--- src/rtl/seven_seg_scan_ctrl.sv ---
// Time-multiplexed scan controller for an NDIG-digit 7-segment display.
// Patterns are written into a shadow bank. They reach the active bank only
// at a frame boundary, or straight away while idle, so a frame never shows
// a mix of old and new patterns. Every digit slot starts with BLANK cycles
// in which all pins are off, which keeps the previous digit from ghosting
// into the next one.
//
// Handshake: commit is a single-cycle request. It sets a pending flag, and
// any further commits merge into that flag until the copy is made.
// commit_ack pulses for one cycle, in the cycle after the copy edge. A
// commit that arrives on a copy edge is kept for the next copy.
module seven_seg_scan_ctrl #(
  parameter int NDIG       = 4,
  parameter int DWELL      = 160000,
  parameter int BLANK      = 1600,
  parameter int ACTIVE_LOW = 0
) (
  input  logic                    clk,
  input  logic                    rst,
  input  logic                    en,
  input  logic                    wr_en,
  input  logic [$clog2(NDIG)-1:0] wr_addr,
  input  logic [6:0]              wr_data,
  input  logic                    commit,
  output logic                    commit_ack,
  output logic [6:0]              segment,
  output logic [NDIG-1:0]         digit_en,
  output logic                    digit_tick,
  output logic                    frame_done,
  output logic [1:0]              dbg_state
);

  localparam int AW = $clog2(NDIG);
  localparam int CW = $clog2(DWELL);

  localparam logic [CW-1:0]   CNT_LAST       = CW'(DWELL - 1);
  localparam logic [CW-1:0]   CNT_BLANK_LAST = CW'(BLANK - 1);
  localparam logic [AW-1:0]   IDX_LAST       = AW'(NDIG - 1);
  localparam logic [6:0]      SEG_POL        = (ACTIVE_LOW != 0) ? 7'h7F : 7'h00;
  localparam logic [NDIG-1:0] DIG_POL        = (ACTIVE_LOW != 0) ? {NDIG{1'b1}} : {NDIG{1'b0}};

  typedef enum logic [1:0] {
    S_IDLE  = 2'd0,
    S_BLANK = 2'd1,
    S_ON    = 2'd2
  } state_t;

  state_t        state, nxt_state;
  logic [CW-1:0] cnt, nxt_cnt;
  logic [AW-1:0] idx, nxt_idx;
  logic [6:0]    shadow [NDIG];
  logic [6:0]    active [NDIG];
  logic          pending;
  logic          frame_edge;
  logic          copy_now;
  logic          wr_hit;

  // Copy points: the last cycle of the final digit, or any cycle spent idle.
  assign frame_edge = (state == S_ON) && (cnt == CNT_LAST) && (idx == IDX_LAST);
  assign copy_now   = pending && ((state == S_IDLE) || frame_edge);
  assign wr_hit     = wr_en && (32'(wr_addr) < NDIG);
  assign dbg_state  = state;

  // Next-state sequencing of the slot counter and the digit index.
  always_comb begin
    nxt_state = state;
    nxt_cnt   = cnt;
    nxt_idx   = idx;
    case (state)
      S_IDLE: begin
        nxt_cnt = '0;
        nxt_idx = '0;
        if (en) nxt_state = S_BLANK;
      end
      S_BLANK: begin
        if (!en) begin
          nxt_state = S_IDLE;
          nxt_cnt   = '0;
          nxt_idx   = '0;
        end else begin
          nxt_cnt = cnt + CW'(1);
          if (cnt == CNT_BLANK_LAST) nxt_state = S_ON;
        end
      end
      S_ON: begin
        if (!en) begin
          nxt_state = S_IDLE;
          nxt_cnt   = '0;
          nxt_idx   = '0;
        end else if (cnt == CNT_LAST) begin
          nxt_state = S_BLANK;
          nxt_cnt   = '0;
          nxt_idx   = (idx == IDX_LAST) ? '0 : idx + AW'(1);
        end else begin
          nxt_cnt = cnt + CW'(1);
        end
      end
      default: begin
        nxt_state = S_IDLE;
        nxt_cnt   = '0;
        nxt_idx   = '0;
      end
    endcase
  end

  // State, pattern banks and registered outputs; outputs come from next state.
  always_ff @(posedge clk or posedge rst) begin
    if (rst) begin
      state      <= S_IDLE;
      cnt        <= '0;
      idx        <= '0;
      pending    <= 1'b0;
      commit_ack <= 1'b0;
      digit_tick <= 1'b0;
      frame_done <= 1'b0;
      segment    <= SEG_POL;
      digit_en   <= DIG_POL;
      for (int i = 0; i < NDIG; i++) begin
        shadow[i] <= '0;
        active[i] <= '0;
      end
    end else begin
      state <= nxt_state;
      cnt   <= nxt_cnt;
      idx   <= nxt_idx;

      // The copy reads shadow before this edge's write, so a write on a copy
      // edge lands in shadow only.
      if (copy_now) begin
        for (int i = 0; i < NDIG; i++) active[i] <= shadow[i];
      end
      if (wr_hit) shadow[wr_addr] <= wr_data;

      if (copy_now)    pending <= commit;
      else if (commit) pending <= 1'b1;

      commit_ack <= copy_now;
      digit_tick <= (nxt_state == S_BLANK) && (nxt_cnt == '0);
      frame_done <= (nxt_state == S_ON) && (nxt_cnt == CNT_LAST) && (nxt_idx == IDX_LAST);

      // No copy edge is ever followed by ON, so the pre-copy bank is correct here.
      if (nxt_state == S_ON) begin
        segment  <= active[nxt_idx] ^ SEG_POL;
        digit_en <= (NDIG'(1) << nxt_idx) ^ DIG_POL;
      end else begin
        segment  <= SEG_POL;
        digit_en <= DIG_POL;
      end
    end
  end

endmodule
--- config.mk ---
export PLATFORM = sky130hd
export DESIGN_NAME = seven_seg_scan_ctrl
export DESIGN_NICKNAME = d
export VERILOG_FILES = /design/src/rtl/seven_seg_scan_ctrl.sv
export SDC_FILE = /design/constraint.sdc
export NUM_CORES = 1
export LEC_CHECK = 0
export ABC_AREA = 1
export BUFFER_PORTS_ARGS = -buffer_cell sky130_fd_sc_hd__buf_2
export CORE_MARGIN = 2
export CORE_UTILIZATION = 54
export DETAILED_ROUTE_END_ITERATION = 6
export HOLD_SLACK_MARGIN = 0.1
export PLACE_DENSITY = 0.75
export SLEW_MARGIN = 10
export SYNTH_ARGS = -nofsm -noshare
export SYNTH_HDL_FRONTEND = slang
export SYNTH_SLANG_ARGS = --single-unit
--- constraint.sdc ---
create_clock -name clk -period 3.2 [get_ports clk]
set_input_delay 0.64 -clock clk [delete_from_list [all_inputs] [get_ports clk]]
set_output_delay 0.64 -clock clk [all_outputs]
set_load 0.03 [all_outputs]
==> metrics <==
first-pass GRT wire length=16.54 mm; Pint=2138 µW; Die Wd=95.71 µm; critical path class=register to register; antenna cells=0; final period utilization=roughly four fifths; initial antenna violation count=0; I/O pins=30; reg2reg path depth=13; sequential share of power=46.9%; Initial Util=55.56%; PnR worst setup slack=around 0.63 ns; Yosys warnings=0; RR Startpoint=dbg_state[1]$_DFF_PP0_; setup violators final=0; endpoints failing hold=0; row cnt=33; worst slew pin tran=0.8060 ns; Post-DRT Antenna Nets=0; clk_lat worst skew=between 0.3 and 0.4 ns; port buffer count=29; worst setup path start=dbg_state[1]$_DFF_PP0_; Worst Hold Class=primary input to async pin; max-cap viol count=0; Comb power frac=26.9%; largest net degree at the start of global routing=50; register bit total from synthesis=93; post-cts resize count=0; # nets final=623; number of global-route vias before repair=3656; pre-CTS WS=0.7180 ns; # hold bufs at CTS=0; Synth area leader=dfrtp_1; Global Route Usage Sum=~23%; outcome=finished, final reports clean; Synth Cell Area=4542 µm²; post-synthesis sequential area ratio=51.24%; headroom to the max-slew limit=46.20%; die footprint=9160 µm²; Synth Area per Inst=7.872 µm²; RSZ-0062 raised after global routing=false; gr ovfl total=0; Max clock buf depth=2; fmax=389.5 MHz; Mapped Nets=597; Pwr Density=677.3 nW/µm²; Psw=1208 µW; Core Box Area=between 8000 and 9000 µm²; synth-to-layout area growth=8.788%; share of the synthesized area in the top cell type=51.24%; H-tree depth=3; Fillers=approximately 740; 1st-iter DRT viols=186; vias per cell=roughly 5.2; post-detailed-routing wire length=9.601 mm; Crit path arrival time=2.87 ns; final hold slack=0.4056 ns; top cells by area, synth=dfrtp_1 51%, nand2_1 18%, inv_1 4.6%, nand3_1 4.2%, o21ai_0 4.0%; Worst-path clk slew=0.10 ns; Power, Total=approximately 3300 µW; Post-DP HPWL=between 7 and 8 mm; share of cells above drive strength 1=11.68%; Critical Path RT=3.50 ns; DR pass1 iterations=5; CTS Sinks=93; Switching Fraction=between 30% and 40%; Setup crit end kind=register; Vias=3692; fin. max-slew vios=0; Multi-input gate area=1852 µm²; die height=95.71 µm; Worst setup SP type=register; clock power share=26.3%; routed wire length per instance=13.47 µm; post-synthesis cell count=between 500 and 600; Worst Skew=~0.015 ns; routability cong.=around 0.94; LEAKAGE=0.002678 µW; DRC viols=0; CTS tree=done; root buffer cell=clkbuf_8; flip-flop and latch area=2327 µm²; VDD IR-drop max=0.3220 mV; post-synth cell types=34; post-layout min period=~2.6 ns; setup_tns=0 ns; Max Fanout on Critical Path=16; Setup Buffers After CTS=0; total CTS buffers=9
power groups by stage:
stage / clock network, µW / logic [µW] / registers (µW)
floorplan: 0 / 694 / 1620
global placement: 0 / 890 / 1580
global route: 940 / 1030 / 1600
detailed placement: 0 / 900 / 1590
CTS: 891 / 905 / 1570
finish: 879 / 900 / 1570
worst paths after layout:
kind / endpoint / slack [ns]
max in group asynchronous: cnt[7]$_DFF_PP0_ / 2.01
worst min register to register: active[1]$_DFFE_PP0P_ / 0.48
worst min-delay path: commit_ack$_DFF_PP0_ / 0.41
worst max register to register: frame_done$_DFF_PP0_ / 0.63
min in group clk: pending$_DFFE_PP0P_ / 0.46
worst max-delay path: frame_done$_DFF_PP0_ / 0.63
cell families (layout without fill, tap and decap cells):
logic type,after synthesis,after routing,share of synthesized area (%)
AND/OR/NAND/NOR,340,340,31.96
flip-flops,93,93,51.24
buffers and inverters,79,110,7.989
AO/OA/AOI/OAI,55,55,6.391
adder cells (fa/ha/maj),6,6,1.653
XOR/XNOR,4,4,0.7715
synth_stat cells:
cell type	n
a21oi_1	12
a31o_2	1
a31oi_1	1
a41o_1	1
buf_2	5
buf_6	6
buf_8	1
clkbuf_1	5
clkbuf_2	1
clkinv_1	1
dfrtp_1	93
ha_1	6
inv_1	56
inv_2	3
inv_4	1
nand2_1	220
nand2_2	7
nand2_4	3
nand3_1	38
nand3_2	1
nand3_4	1
nand3b_1	1
nand4_1	13
nor2_1	44
nor2_2	3
nor3_1	7
nor3_4	1
o211ai_1	1
o21ai_0	36
o21ai_1	2
o21bai_1	1
or2_2	1
xnor2_1	3
xor2_1	1
critical path, stage by stage (launching register included):
cell and delay, ns:
dfrtp_1 0.47, inv_1 0.09, ha_1 0.28, buf_4 0.23, nand2_1 0.16, inv_1 0.38
o21ai_0 0.22, nor2_1 0.18, nand3_1 0.09, nor2_1 0.10, nand2_1 0.06, nor2_1 0.11
nand2_1 0.06, nor2_1 0.08
layout by cell type, fill, tap and decap left out, drive strengths merged:
| master | instances |
|---|---|
| nand2 | 230 |
| clkbuf | 10 |
| clkinv | 2 |
| nor2 | 47 |
| a31o | 1 |
| a21oi | 12 |
| ha | 6 |
| o21bai | 1 |
| nand4 | 13 |
| bufinv | 2 |
| xnor2 | 3 |
| dfrtp | 93 |
| nor3 | 8 |
| xor2 | 1 |
| buf | 33 |
| o211ai | 1 |
| nand3 | 40 |
| nand3b | 1 |
| or2 | 1 |
| o21ai | 38 |
| a31oi | 1 |
| inv | 61 |
| clkinvlp | 2 |
| a41o | 1 |
per-stage QoR:
step | cells | util [%] | area (µm²)
final | 713 | 60.44 | 4941
after detailed placement | 697 | 57.71 | 4718
after global routing | 713 | 60.44 | 4941
after CTS | 713 | 60.44 | 4941
after global placement | 697 | 57.71 | 4718
after floorplan | 577 | - | 4542
per-layer routing:
layer	up-vias	part of all wire, %	GRT usage, %
li1	1872	-	-
met1	1714	47	29.58
met2	81	47	38.58
met3	25	3.1	3.054
met4	0	2.8	11.67
met5	-	0	0
layout make-up:
cell class / instances / area share [%]
flip-flops and latches: 93 / 47.10
multi-input cells: 405 / 37.48
inverters: 61 / 4.710
repair buffers: 33 / 3.545
well taps: 105 / 2.659
clock buffers: 10 / 2.583
clock inverters: 6 / 1.925
state kept, by name, indices dropped and copies added, names as in the netlist:
register and count:
digit_tick 1, frame_done 1, segment 7, active 28, cnt 18, dbg_state 2
digit_en 4, idx 2, pending 1, shadow 28, commit_ack 1
Power figures use the tool's default switching activity.
